--- src/rtl/ahb_master_bridge.sv ---
// Single-transfer AHB-Lite master for the multicycle core's memory states.
// Runs one NONSEQ word transfer per request and reports it with a done strobe.
module ahb_master_bridge #(
  parameter int unsigned TIMEOUT = 255
) (
  input  logic        clk,
  input  logic        reset,
  input  logic        MemReq,
  input  logic        MemWrite,
  input  logic [31:0] Adr,
  input  logic [31:0] WriteData,
  output logic [31:0] ReadData,
  output logic        MemDone,
  output logic        MemErr,
  output logic [31:0] HADDR,
  output logic        HWRITE,
  output logic [1:0]  HTRANS,
  output logic [2:0]  HSIZE,
  output logic [2:0]  HBURST,
  output logic [31:0] HWDATA,
  input  logic [31:0] HRDATA,
  input  logic        HREADY,
  input  logic        HRESP
);

  typedef enum logic [2:0] {
    S_IDLE,
    S_ADDR,
    S_DATA,
    S_ERR2,
    S_DONE
  } state_t;

  localparam logic [1:0] TR_IDLE   = 2'b00;
  localparam logic [1:0] TR_NONSEQ = 2'b10;
  localparam logic [7:0] TMO       = 8'(TIMEOUT);

  state_t      state;
  logic [7:0]  cnt;
  logic [31:0] wdata_q;

  assign HSIZE  = 3'b010;
  assign HBURST = 3'b000;

  always_ff @(posedge clk) begin
    if (!reset) begin
      state    <= S_IDLE;
      cnt      <= '0;
      wdata_q  <= '0;
      HTRANS   <= TR_IDLE;
      HADDR    <= '0;
      HWRITE   <= 1'b0;
      HWDATA   <= '0;
      ReadData <= '0;
      MemDone  <= 1'b0;
      MemErr   <= 1'b0;
    end else begin
      MemDone <= 1'b0;
      MemErr  <= 1'b0;
      unique case (state)
        S_IDLE: begin
          if (MemReq) begin
            if (Adr[1:0] != 2'b00) begin
              state   <= S_DONE;
              MemDone <= 1'b1;
              MemErr  <= 1'b1;
            end else begin
              state   <= S_ADDR;
              HTRANS  <= TR_NONSEQ;
              HADDR   <= Adr;
              HWRITE  <= MemWrite;
              wdata_q <= WriteData;
            end
          end
        end
        S_ADDR: begin
          if (HREADY) begin
            state  <= S_DATA;
            HTRANS <= TR_IDLE;
            HWDATA <= HWRITE ? wdata_q : 32'h0;
            cnt    <= '0;
          end
        end
        S_DATA: begin
          if (HREADY) begin
            // a ready+error response in one cycle is treated as a failure
            if (!HRESP && !HWRITE) ReadData <= HRDATA;
            state   <= S_DONE;
            MemDone <= 1'b1;
            MemErr  <= HRESP;
            HADDR   <= '0;
            HWRITE  <= 1'b0;
            HWDATA  <= '0;
          end else if (HRESP) begin
            state <= S_ERR2;
          end else if (cnt == TMO) begin
            state   <= S_DONE;
            MemDone <= 1'b1;
            MemErr  <= 1'b1;
            HADDR   <= '0;
            HWRITE  <= 1'b0;
            HWDATA  <= '0;
          end else begin
            cnt <= cnt + 8'd1;
          end
        end
        S_ERR2: begin
          if (HREADY) begin
            state   <= S_DONE;
            MemDone <= 1'b1;
            MemErr  <= 1'b1;
            HADDR   <= '0;
            HWRITE  <= 1'b0;
            HWDATA  <= '0;
          end
        end
        S_DONE: begin
          state <= S_IDLE;
        end
        default: begin
          state <= S_IDLE;
        end
      endcase
    end
  end

endmodule

--- config.mk ---
export PLATFORM = sky130hd
export DESIGN_NAME = ahb_master_bridge
export DESIGN_NICKNAME = d
export VERILOG_FILES = /design/src/rtl/ahb_master_bridge.sv
export SDC_FILE = /design/constraint.sdc
export NUM_CORES = 1
export LEC_CHECK = 0
export BUFFER_PORTS_ARGS = -buffer_cell sky130_fd_sc_hd__buf_2
export CAP_MARGIN = 30
export CORE_MARGIN = 5
export CORE_UTILIZATION = 50
export CTS_BUF_LIST = sky130_fd_sc_hd__clkbuf_16
export CTS_CLUSTER_DIAMETER = 50
export CTS_CLUSTER_SIZE = 25
export DETAILED_ROUTE_END_ITERATION = 10
export PLACE_DENSITY = 0.87
export SYNTH_ARGS = -nofsm -noshare
export SYNTH_HDL_FRONTEND = slang
export SYNTH_SLANG_ARGS = --single-unit
export TNS_END_PERCENT = 30
--- constraint.sdc ---
create_clock -name clk -period 2.6 [get_ports clk]
set_clock_uncertainty 0.2 [all_clocks]
set_input_delay 0.39 -clock clk [delete_from_list [all_inputs] [get_ports clk]]
set_output_delay 0.39 -clock clk [all_outputs]
set_load 0.05 [all_outputs]
==> results of run 1 <==
## cell type report
class                   instances  share of cell area
flip-flops and latches        143               0.374
multi-input cells             411               0.354
repair buffers                222               0.157
clock buffers                  17              0.0555
clock inverters                15              0.0346
well taps                     143              0.0234
inverters                       2            0.000980
## kinds of logic after synthesis
family	count (synthesis)	share of synthesized area
and+or+nand+nor	213	0.179
adders and majority gates	1	0.00214
other	2	0.00128
buffers and inverters	62	0.0546
xor gates and xnor gates	1	0.00150
muxes	2	0.00364
AOI/OAI and AO/OA	187	0.268
DFF	143	0.490
## registers in the layout, summed over array words and instances, names as in the netlist
register	count
HTRANS	1
state	3
HWRITE	1
HADDR	32
MemErr	1
ReadData	32
HWDATA	32
cnt	8
MemDone	1
wdata_q	32
## worst max-delay path, cell delays in order (launching register included)
cell and delay (ns):
sky130_fd_sc_hd__dfxtp_1 0.35, sky130_fd_sc_hd__ha_1 0.24, sky130_fd_sc_hd__nand4_2 0.17, sky130_fd_sc_hd__or4_2 0.69
sky130_fd_sc_hd__buf_12 0.22, sky130_fd_sc_hd__a221oi_1 0.29, sky130_fd_sc_hd__nor3b_1 0.09
## worst max-delay path by stage
stage	startpoint	end	cells past startpoint
CTS	cnt[0]$_SDFFE_PN0P_	HADDR[2]$_SDFFE_PN0P_	6
detailed placement	cnt[0]$_SDFFE_PN0P_	HADDR[2]$_SDFFE_PN0P_	6
finish	cnt[0]$_SDFFE_PN0P_	HADDR[2]$_SDFFE_PN0P_	6
global placement	cnt[0]$_SDFFE_PN0P_	HADDR[31]$_SDFFE_PN0P_	6
global route	cnt[0]$_SDFFE_PN0P_	HADDR[31]$_SDFFE_PN0P_	6
floorplan	cnt[0]$_SDFFE_PN0P_	HADDR[13]$_SDFFE_PN0P_	7
## through the flow
stage / hold slack (ns) / power [W] / std cells / area (µm²)
4_1_cts: 0.00155 / 0.00561 / 953 / 7660
5_1_grt: 0.0162 / 0.00575 / 953 / 7660
3_5_place_dp: 0.249 / 0.00277 / 920 / 6960
3_3_place_gp: 0.240 / 0.00277 / 920 / 6960
6_report: 0.0188 / 0.00556 / 953 / 7660
2_1_floorplan: 0.235 / 0.00261 / 616 / 5860
## routing by layer
layer / vias up / wire, µm / share of wire / track usage
met5: - / 0 / 0 / 0
met4: 0 / 194 / 0.013 / 0.0674
met3: 18 / 1350 / 0.088 / 0.0788
met2: 208 / 7460 / 0.48 / 0.345
met1: 2433 / 6370 / 0.41 / 0.262
li1: 2538 / - / - / -
## what timing repair did
| item | in CTS | in global routing |
|---|---|---|
| endpoints found under the hold margin | 1 | 0 |
| resized for setup | 0 | 0 |
| hold buffers | 1 | 0 |
| buffers inserted | 0 | 0 |
## power by group through the flow
stage | Clock (W) | Sequential, W | Combinational, W
after floorplan | 0 | 0.00237 | 0.000239
after detailed placement | 0 | 0.00230 | 0.000469
after global placement | 0 | 0.00230 | 0.000464
after global routing | 0.00298 | 0.00226 | 0.000510
after CTS | 0.00288 | 0.00226 | 0.000472
final | 0.00283 | 0.00226 | 0.000474
## synth_stat cells (2+ instances only)
master / n / area [µm²]
sky130_fd_sc_hd__nand2_1: 134 / 503
sky130_fd_sc_hd__a31oi_1: 3 / 18.8
sky130_fd_sc_hd__conb_1: 2 / 7.51
sky130_fd_sc_hd__nand3_1: 4 / 20.0
sky130_fd_sc_hd__nor4_1: 3 / 18.8
sky130_fd_sc_hd__buf_2: 18 / 90.1
sky130_fd_sc_hd__nor2_1: 7 / 26.3
sky130_fd_sc_hd__or3b_2: 2 / 17.5
sky130_fd_sc_hd__o31ai_1: 2 / 15.0
sky130_fd_sc_hd__nor2b_1: 4 / 25.0
sky130_fd_sc_hd__clkbuf_1: 27 / 101
sky130_fd_sc_hd__buf_4: 9 / 67.6
sky130_fd_sc_hd__a221oi_1: 2 / 17.5
sky130_fd_sc_hd__a22o_1: 34 / 298
sky130_fd_sc_hd__buf_6: 4 / 45.0
sky130_fd_sc_hd__nor3_1: 2 / 10.0
sky130_fd_sc_hd__a21oi_1: 36 / 180
sky130_fd_sc_hd__or4_1: 3 / 22.5
sky130_fd_sc_hd__o211ai_1: 2 / 15.0
sky130_fd_sc_hd__buf_1: 2 / 7.51
sky130_fd_sc_hd__and3_1: 7 / 43.8
sky130_fd_sc_hd__a21boi_1: 6 / 45.0
sky130_fd_sc_hd__and2_1: 2 / 12.5
sky130_fd_sc_hd__a21boi_0: 59 / 443
sky130_fd_sc_hd__inv_1: 2 / 7.51
sky130_fd_sc_hd__o21ai_0: 6 / 30.0
sky130_fd_sc_hd__or2_2: 2 / 12.5
sky130_fd_sc_hd__a221oi_2: 28 / 420
sky130_fd_sc_hd__and4_1: 2 / 17.5
sky130_fd_sc_hd__a211o_1: 2 / 17.5
sky130_fd_sc_hd__nor3b_1: 33 / 248
sky130_fd_sc_hd__dfxtp_1: 143 / 2860
sky130_fd_sc_hd__nand2b_1: 3 / 18.8
==> run summary, run 1 <==
## Status
- outcome: finished clean

## Detailed routing
- average vias per placed instance: 5.45
- initial DRC count: 497
- via count of the routed design: 5,197
- overall routed net length: 15,400 µm
- drt pass-1 iters: 5
- DRC errors left: 0
- average wire length per cell after detail routing: 16.1 µm
- residual antenna-violating net count after detailed routing: 0

## Power and ir drop
- reported leakage power: 3.24 nW
- worst IR drop on VDD: 0.552 mV
- combinational power share: 0.085
- P_int: 0.00430 W
- fraction of power consumed by sequential logic: 0.406
- PwrDens: 726 nW/µm²
- proportion of total power due to net switching: 0.226
- power share of the clock group: 0.509
- reported net switching power: 0.00126 W

## Timing
- final setup violation count: 0
- Achievable Freq: 422 MHz
- unrepaired setup endpoints after global routing: false
- Final Hold Violating Endpoints: 0
- post-route setup slack: 0.230 ns
- worst-case headroom to the max-slew limit: 0.563
- setup TNS: 0 ns
- fin crit period: 2.37 ns
- post-route clock period utilization: 0.912
- transition time at the pin with the least slew margin: 0.655 ns
- pins over their slew limit: 0

## Critical path
- Worst Path Arrival: 2.46 ns
- worst-path maximum fanout: 33
- critical path data required time: 2.69 ns
- reg-to-reg setup timing slack: 0.23 ns
- r2r endpoint: HADDR[2]$_SDFFE_PN0P_
- Worst setup EP type: flip-flop
- startpoint of the worst register-to-register path: cnt[0]$_SDFFE_PN0P_
- startpoint-to-endpoint class of the critical path: reg2reg
- critical path startpoint category: flip-flop
- worst r2r path cells: 6

## Global route
- initial antenna violation count: 0
- total track usage: 0.213
- maximum number of pins on one net before global-route repair: 54
- global-route wire length before repair: 24,700 µm
- total congestion overflow: 0
- number of global-route vias before repair: 4,942

## Layout
- proportion of layout cells with a drive suffix above 1: 0.363
- highest-count cells in the layout ignoring fill and taps: sky130_fd_sc_hd__buf_2 (201), sky130_fd_sc_hd__dfxtp_1 (142), sky130_fd_sc_hd__nand2_1 (134), sky130_fd_sc_hd__a21boi_0 (59), sky130_fd_sc_hd__a21oi_1 (36)
- Layout Utilization: 0.671
- Layout Area Growth over Synthesis: 31.0%
- number of diodes: 0
- fill cell count: 934
- Total Nets Final: 900
- multi-input gate area in the final layout: 2710 µm²
- Reg area: 2860 µm²
- leading cell type in the layout, fill and taps excluded: sky130_fd_sc_hd__buf_2

## Hold path
- Hold WC Path Type: in2reg
- Hold Path Cell Cnt: 3
- hold path endpoint: wdata_q[1]$_SDFFE_PN0P_
- HP Start: WriteData[1]

## Synth
- count of flip-flops with a built-in enable after synthesis: 0
- Yosys reg bits: 143
- summed instance area of the synthesized netlist: 5850 µm²
- Netlist cell types: 49
- Yosys warnings: 0
- fraction of synthesis flops using an asynchronous set or reset pin: 0
- mean cell area of the mapped netlist: 9.57 µm²
- cell count after synthesis: 611
- share of synthesized area occupied by flip-flops and latches: 0.490
- dominant register cell in the synthesized netlist: sky130_fd_sc_hd__dfxtp_1

## Clock network
- CTS HTree Levels: 4
- clock network latency to the later pin of the worst-skew pair: 0.41 ns
- clock buffer count from CTS: 17
- maximum clock insertion buffer count: 2
- clock slew at the register clock pins of the worst setup and hold paths: 0.06 ns
- clock sink count: 143
- CTS tree: done
- clock root cell: sky130_fd_sc_hd__clkbuf_16

## Place
- Place WS: 0.245 ns
- Port Buf Inserts: 201
- estimated wirelength of the detail-placed design: 10,500 µm
- placer's final routability congestion estimate: 0.877

## Die
- horizontal die dimension: 118 µm
- initial core utilization: 0.512
- num ports: 209
- Floorplan Core Area: 11,400 µm²
- cell row count: 39
- die area: 14,000 µm²
- die outline height: 118 µm

## Job
- Max Cap Viol: 0

Note: power is estimated with default switching activity, not from simulation.
==> run 2, diff against run 1 <==
--- a/config.mk
+++ b/config.mk
@@ -9,11 +9,12 @@
 export CAP_MARGIN = 30
 export CORE_MARGIN = 5
 export CORE_UTILIZATION = 50
-export CTS_BUF_LIST = sky130_fd_sc_hd__clkbuf_16
 export CTS_CLUSTER_DIAMETER = 50
 export CTS_CLUSTER_SIZE = 25
 export DETAILED_ROUTE_END_ITERATION = 10
 export PLACE_DENSITY = 0.87
+export REMOVE_ABC_BUFFERS = 1
+export SETUP_SLACK_MARGIN = 0.3
 export SYNTH_ARGS = -nofsm -noshare
 export SYNTH_HDL_FRONTEND = slang
 export SYNTH_SLANG_ARGS = --single-unit
==> run 2 against run 1 <==
  * Sequential power about the same
  * Largest cell class unchanged
  * Routed wire length down 1.9%
  * Non-clock buffer count down 1
  * Register-to-register slack better by 0.19 ns
  * Combinational power up 1%
  * Sequential cell count unchanged
  * Total power down 7.0%
==> run summary, run 2 (synthesis results as in run 1) <==
## Status
- outcome: finished clean

## Layout
- Total Nets Final: 899, -0.11%
- Layout Utilization: 0.665, -0.00581
- Layout Area Growth over Synthesis: 29.9%
- highest-count cells in the layout ignoring fill and taps: sky130_fd_sc_hd__buf_2 (201), sky130_fd_sc_hd__dfxtp_1 (140), sky130_fd_sc_hd__nand2_1 (134), sky130_fd_sc_hd__a21boi_0 (59), sky130_fd_sc_hd__a21oi_1 (36)
- leading cell type in the layout, fill and taps excluded: sky130_fd_sc_hd__buf_2
- number of standard cells in the final layout excluding fillers: 949, -0.42%
- proportion of layout cells with a drive suffix above 1: 0.360, -0.00316
- cell area after layout: 7590 µm², -0.87%
- fill cell count: 895, -4.2%
- number of diodes: 0, unchanged

## Clock network
- clock slew at the register clock pins of the worst setup and hold paths: 0.06 ns, about the same
- clock root cell: sky130_fd_sc_hd__clkbuf_16
- maximum clock insertion buffer count: 2, unchanged
- clock network latency to the later pin of the worst-skew pair: 0.42 ns, about the same
- CTS tree: done
- setup repair bufs after CTS: 0, unchanged
- CTS HTree Levels: 4, unchanged
- clock sink count: 143, unchanged
- clock buffer count from CTS: 17, unchanged

## Timing
- fin crit period: 2.18 ns, -0.189 ns
- transition time at the pin with the least slew margin: 0.641 ns, -0.0141 ns
- worst-case headroom to the max-slew limit: 0.572, +0.00942
- final setup violation count: 0, unchanged
- Final Hold Violating Endpoints: 0, unchanged
- pins over their slew limit: 0, unchanged
- unrepaired setup endpoints after global routing: false
- Achievable Freq: 459 MHz, +8.7%
- worst hold slack across all endpoints: 0.0208 ns, +0.00198 ns
- post-route clock period utilization: 0.839, -0.0728

## Detailed routing
- residual antenna-violating net count after detailed routing: 0, unchanged
- average wire length per cell after detail routing: 15.9 µm, -1.5%
- drt pass-1 iters: 4, -1
- average vias per placed instance: 5.34, -2.2%
- overall routed net length: 15,100 µm, -1.9%
- DRC errors left: 0, unchanged
- via count of the routed design: 5,063, -2.6%
- initial DRC count: 407, -18%

## Critical path
- r2r endpoint: HADDR[2]$_SDFFE_PN0P_
- Worst Path Buf+Inv: 1, unchanged
- worst r2r path cells: 6, unchanged
- startpoint of the worst register-to-register path: cnt[0]$_SDFFE_PN0P_
- Worst Path Arrival: 2.27 ns, -0.19 ns
- worst-path maximum fanout: 23, -30%
- Worst setup EP type: flip-flop
- critical path startpoint category: flip-flop
- startpoint-to-endpoint class of the critical path: reg2reg
- peak per-stage delay on the critical path: 0.56 ns, -0.13 ns
- CP Depth: 6, unchanged
- reg-to-reg setup timing slack: 0.42 ns, +0.19 ns
- CP delay by family, top: simple AND/OR/NAND/NOR gates
- crit path max-delay cell type: sky130_fd_sc_hd__or4_4
- critical path data required time: 2.69 ns, about the same
- cell chain of the critical path: ha_4 -> nand4_2 -> or4_4 -> buf_12 -> a221oi_1 -> nor3b_1

## Power and ir drop
- reported net switching power: 0.00122 W, -3.4%
- combinational power share: 0.093, +0.008
- power share of the clock group: 0.471, -0.038
- total power of the final layout: 0.00517 W, -7.0%
- fraction of power consumed by sequential logic: 0.436, +0.030
- worst IR drop on VDD: 0.520 mV, -5.9%
- proportion of total power due to net switching: 0.235, +0.00893
- reported leakage power: 3.18 nW, -2.0%
- PwrDens: 681 nW/µm², -6.2%
- P_int: 0.00395 W, -8.1%

## Global route
- Most Used Layer, Global Route: met2
- global-route wire length before repair: 24,400 µm, -1.1%
- total congestion overflow: 0, unchanged
- maximum number of pins on one net before global-route repair: 60, +11%
- Global Route met3 Usage: 0.0759, -0.00288
- GR met2 Demand/Resource: 0.346, +0.00105
- grt met1 use: 0.251, -0.0114
- number of global-route vias before repair: 4,890, -1.1%
- initial antenna violation count: 1, +1
- total track usage: 0.210, -0.00273

## Place
- placed instance area: 6940 µm², -0.25%
- post-placement cell count: 916, -0.43%
- estimated wirelength of the detail-placed design: 10,100 µm, -3.8%
- placer's final routability congestion estimate: 0.932, +6.3%
- Port Buf Inserts: 201, unchanged

## Job
- Max Cap Viol: 0, unchanged

## Die
- die area: 14,000 µm², unchanged
- horizontal die dimension: 118 µm, unchanged
- initial core utilization: 0.512, unchanged
- die outline height: 118 µm, unchanged
- cell row count: 39, unchanged
- Floorplan Core Area: 11,400 µm², unchanged
- num ports: 209, unchanged

## Hold path
- Hold WC Path Type: in2reg
- HP Start: HRDATA[13]
- hold path endpoint: ReadData[13]$_SDFFE_PN0P_
- Hold Path Cell Cnt: 3, unchanged

==> run 2: changes by cell type in the layout (fill, tap and decap cells not counted), sizes merged <==
cell / delta
inv: -3
clkbuf: +3
bufinv: -4
clkinvlp: +2
clkinv: -1
dlygate4sd3: +3
buf: -4
==> run 2: worst max path at each step <==
stage / startpoint / endpoint / slack (ns)
detailed placement: cnt[0]$_SDFFE_PN0P_ / HADDR[31]$_SDFFE_PN0P_ / 0.25
global route: cnt[0]$_SDFFE_PN0P_ / HADDR[29]$_SDFFE_PN0P_ / 0.31
floorplan: state[2]$_SDFFE_PN0P_ / HADDR[2]$_SDFFE_PN0P_ / -2.07
CTS: state[1]$_SDFFE_PN0P_ / cnt[5]$_SDFFE_PN0P_ / 0.36
finish: cnt[0]$_SDFFE_PN0P_ / HADDR[2]$_SDFFE_PN0P_ / 0.42
global placement: cnt[0]$_SDFFE_PN0P_ / HADDR[31]$_SDFFE_PN0P_ / 0.30
==> run 2: worst min-delay path, cell delays in order <==
cell	delay [ns]
sky130_fd_sc_hd__buf_2	0.09
sky130_fd_sc_hd__nand2_1	0.04
sky130_fd_sc_hd__a21boi_0	0.06
==> run 2: layout make-up <==
type                    count  area, µm²  share of cell area
inverters                   2       7.51            0.000989
flip-flops and latches    143       2870               0.378
well taps                 143        179              0.0236
clock buffers              20        457              0.0602
multi-input cells         411       2730               0.359
clock inverters             9        138              0.0181
repair buffers            221       1220               0.160
==> run 2: through the flow <==
| stage | setup WS [ns] | setup TNS [ns] |
|---|---|---|
| finish | 0.419 | 0 |
| global route | 0.309 | 0 |
| CTS | 0.359 | 0 |
| detailed placement | 0.246 | 0 |
| global placement | 0.302 | 0 |
| floorplan | -2.07 | -144.85 |
==> run 2: metal layers <==
layer | vias up | share of wire | wire length, µm
met5 | - | 0.00046 | 7
li1 | 2531 | - | -
met4 | 2 | 0.012 | 185
met3 | 19 | 0.079 | 1190
met2 | 185 | 0.49 | 7460
met1 | 2326 | 0.41 | 6230
==> run 2: power groups by stage <==
stage | logic (W) | registers [W] | clock network [W]
finish | 0.000479 | 0.00226 | 0.00244
detailed placement | 0.000471 | 0.00230 | 0
global placement | 0.000465 | 0.00230 | 0
CTS | 0.000477 | 0.00226 | 0.00247
global route | 0.000514 | 0.00226 | 0.00258
floorplan | 0.000189 | 0.00239 | 0
==> run 2: timing repair <==
action                     4_1_cts  5_1_grt
hold buffers                     3        1
gates resized for setup          2        3
cloned                           0        0
hold endpoints to repair         3        1
setup endpoints to repair       34       15
pin swaps                        0        0
==> run 3, diff against run 2 <==
--- a/config.mk
+++ b/config.mk
@@ -8,11 +8,11 @@
 export BUFFER_PORTS_ARGS = -buffer_cell sky130_fd_sc_hd__buf_2
 export CAP_MARGIN = 30
 export CORE_MARGIN = 5
-export CORE_UTILIZATION = 50
+export CORE_UTILIZATION = 45
 export CTS_CLUSTER_DIAMETER = 50
 export CTS_CLUSTER_SIZE = 25
 export DETAILED_ROUTE_END_ITERATION = 10
-export PLACE_DENSITY = 0.87
+export PLACE_DENSITY = 0.83
 export REMOVE_ABC_BUFFERS = 1
 export SETUP_SLACK_MARGIN = 0.3
 export SYNTH_ARGS = -nofsm -noshare
==> constraint.sdc (replaced) <==
create_clock -name clk -period 1.87 [get_ports clk]
set_clock_uncertainty 0.2 [all_clocks]
set_input_delay 0.2805 -clock clk [delete_from_list [all_inputs] [get_ports clk]]
set_output_delay 0.2805 -clock clk [all_outputs]
set_load 0.05 [all_outputs]
==> run 3 against run 2 <==
  * The run now ends with setup timing left
  * Sequential power increased by 39%
  * Combinational power increased by 110%
  * Worst setup slack worse by 0.65 ns
  * Routed wire length up 33%
  * Clock-buffer cell count rose by 5
  * Sequential share of layout area down 7.7 points
  * Via count increased by 18%
  * Cell area rose by 26%
  * Global-route usage grew 3.9 points
==> run summary, run 3 (synthesis results as in run 1) <==
## Status
- outcome: finished with violations
- violated checks: setup timing

## Global route
- initial antenna violation count: 1, unchanged
- total congestion overflow: 0, unchanged
- grt met1 use: 0.275, +0.0242
- number of global-route vias before repair: 6,039, +23%
- Global Route met3 Usage: 0.0613, -0.0146
- total track usage: 0.249, +0.0390
- GR met2 Demand/Resource: 0.447, +0.101
- maximum number of pins on one net before global-route repair: 104, +73%
- Most Used Layer, Global Route: met2
- global-route wire length before repair: 29,900 µm, +22%

## Clock network
- clock network latency to the later pin of the worst-skew pair: 0.41 ns, about the same
- clock buffer count from CTS: 17, unchanged
- clock sink count: 143, unchanged
- maximum clock insertion buffer count: 2, unchanged
- CTS tree: done
- clock root cell: sky130_fd_sc_hd__clkbuf_16
- clock slew at the register clock pins of the worst setup and hold paths: 0.06 ns, about the same
- CTS HTree Levels: 4, unchanged

## Place
- placer's final routability congestion estimate: 0.899, -3.6%
- estimated wirelength of the detail-placed design: 10,300 µm, +1.7%
- Port Buf Inserts: 201, unchanged
- Place WS: -0.467 ns, -0.713 ns

## Die
- Floorplan Core Area: 12,700 µm², +11%
- num ports: 209, unchanged
- die outline height: 124 µm, +5.0%
- die area: 15,400 µm², +10%
- cell row count: 41, +5.1%
- initial core utilization: 0.461, -0.0506
- horizontal die dimension: 124 µm, +5.0%

## Critical path
- critical path startpoint category: flip-flop
- cell chain of the critical path: buf_6 -> or4b_4 -> nor2_4 -> buf_12 -> buf_12 -> a21oi_1 -> nor3b_2
- Worst Path Buf+Inv: 3, +2
- CP delay by family, top: simple AND/OR/NAND/NOR gates
- r2r endpoint: HADDR[4]$_SDFFE_PN0P_
- reg-to-reg setup timing slack: -0.23 ns, -0.65 ns
- worst-path maximum fanout: 21, -8.7%
- Worst setup EP type: flip-flop
- peak per-stage delay on the critical path: 0.54 ns, -0.02 ns
- crit path max-delay cell type: sky130_fd_sc_hd__or4b_4
- Worst Path Arrival: 2.23 ns, -0.04 ns
- startpoint of the worst register-to-register path: state[0]$_SDFFE_PN0P_
- worst r2r path cells: 7, +1
- startpoint-to-endpoint class of the critical path: reg2reg
- most frequent cell on the critical path: sky130_fd_sc_hd__buf_12
- critical path data required time: 2.00 ns, -0.69 ns

## Timing
- final setup violation count: 73, +73
- post-route clock period utilization: 1.12, +0.285
- pins over their slew limit: 0, unchanged
- Achievable Freq: 476 MHz, +3.8%
- Final Hold Violating Endpoints: 0, unchanged
- post-route setup slack: -0.232 ns, -0.651 ns
- unrepaired setup endpoints after global routing: true
- setup TNS: -8.09 ns, -8.09 ns
- fin crit period: 2.10 ns, -0.0791 ns

## Layout
- highest-count cells in the layout ignoring fill and taps: sky130_fd_sc_hd__buf_2 (198), sky130_fd_sc_hd__dfxtp_1 (139), sky130_fd_sc_hd__nand2_1 (106), sky130_fd_sc_hd__dlygate4sd3_1 (88), sky130_fd_sc_hd__a21boi_1 (44)
- fill cell count: 766, -14%
- multi-input gate area in the final layout: 3130 µm², +15%
- Reg area: 2870 µm², about the same
- Layout Utilization: 0.754, +0.0892
- Total Nets Final: 1,031, +15%
- proportion of layout cells with a drive suffix above 1: 0.431, +0.0717
- Layout Area Growth over Synthesis: 63.5%
- leading cell type in the layout, fill and taps excluded: sky130_fd_sc_hd__buf_2

## Detailed routing
- initial DRC count: 342, -16%
- DRC errors left: 0, unchanged
- overall routed net length: 20,100 µm, +33%
- via count of the routed design: 5,950, +18%
- average wire length per cell after detail routing: 18.0 µm, +13%
- average vias per placed instance: 5.34, +0.11%
- drt pass-1 iters: 5, +1
- residual antenna-violating net count after detailed routing: 0, unchanged

## Job
- Max Cap Viol: 0, unchanged

## Hold path
- HP Start: Adr[3]
- Hold Path Cell Cnt: 3, unchanged
- hold path endpoint: HADDR[3]$_SDFFE_PN0P_
- Hold WC Path Type: in2reg

## Power and ir drop
- total power of the final layout: 0.00774 W, +50%
- PwrDens: 810 nW/µm², +19%
- reported leakage power: 4.04 nW, +27%
- worst IR drop on VDD: 0.460 mV, -12%

==> run 3: how the worst max path moves through the flow <==
stage / start / endpoint / slack, ns / cells past startpoint
floorplan: state[2]$_SDFFE_PN0P_ / HADDR[2]$_SDFFE_PN0P_ / -2.80 / 4
global placement: cnt[0]$_SDFFE_PN0P_ / HADDR[31]$_SDFFE_PN0P_ / -0.37 / 6
detailed placement: cnt[1]$_SDFFE_PN0P_ / HADDR[2]$_SDFFE_PN0P_ / -0.47 / 6
CTS: cnt[1]$_SDFFE_PN0P_ / HADDR[4]$_SDFFE_PN0P_ / -0.22 / 7
global route: cnt[0]$_SDFFE_PN0P_ / HADDR[16]$_SDFFE_PN0P_ / -0.29 / 7
finish: state[0]$_SDFFE_PN0P_ / HADDR[4]$_SDFFE_PN0P_ / -0.23 / 7
==> run 3: routing by layer <==
metal,wire length (µm),up-vias
met5,0,-
li1,-,2815
met1,7610,2870
met2,10700,222
met4,595,0
met3,1200,43
==> run 3: metrics by stage <==
| stage | area, µm² | hold WS, ns | std cells |
|---|---|---|---|
| floorplan | 5550 | 0.215 | 556 |
| global placement | 7280 | 0.241 | 976 |
| detailed placement | 7280 | 0.245 | 976 |
| CTS | 9180 | 0.00382 | 1108 |
| global route | 9560 | 0.00646 | 1114 |
| finish | 9560 | 0.00866 | 1114 |
==> run 3: worst min-delay path, delay by kind of cell <==
kind | cells | cell delay [ns]
AO/OA/AOI/OAI | 1 | 0.12
buffers and inverters | 1 | 0.11
AND/OR/NAND/NOR | 1 | 0.06
==> run 3: report_power, final <==
| group | switching (W) | internal [W] | total, W |
|---|---|---|---|
| Sequential | 0.0000372 | 0.00311 | 0.00314 |
| Combinational | 0.000531 | 0.000470 | 0.00100 |
| Clock | 0.00127 | 0.00232 | 0.00359 |
| Total | 0.00184 | 0.00590 | 0.00774 |
==> run 3: repair_timing <==
item,CTS,global route
pin swaps,109,37
gates resized for setup,65,112
gates cloned,5,0
endpoints found under the hold margin,88,0
hold buffers,88,0
setup buffers,7,5
endpoints found under the setup margin,143,146
==> run 3: layout make-up <==
cell class,count,area share
clock inverter,7,0.0127
sequential,143,0.300
tap,172,0.0225
inverter,2,0.000786
timing repair buffer,353,0.282
multi-input combinational,411,0.328
antenna,1,0.000262
clock buffer,25,0.0539
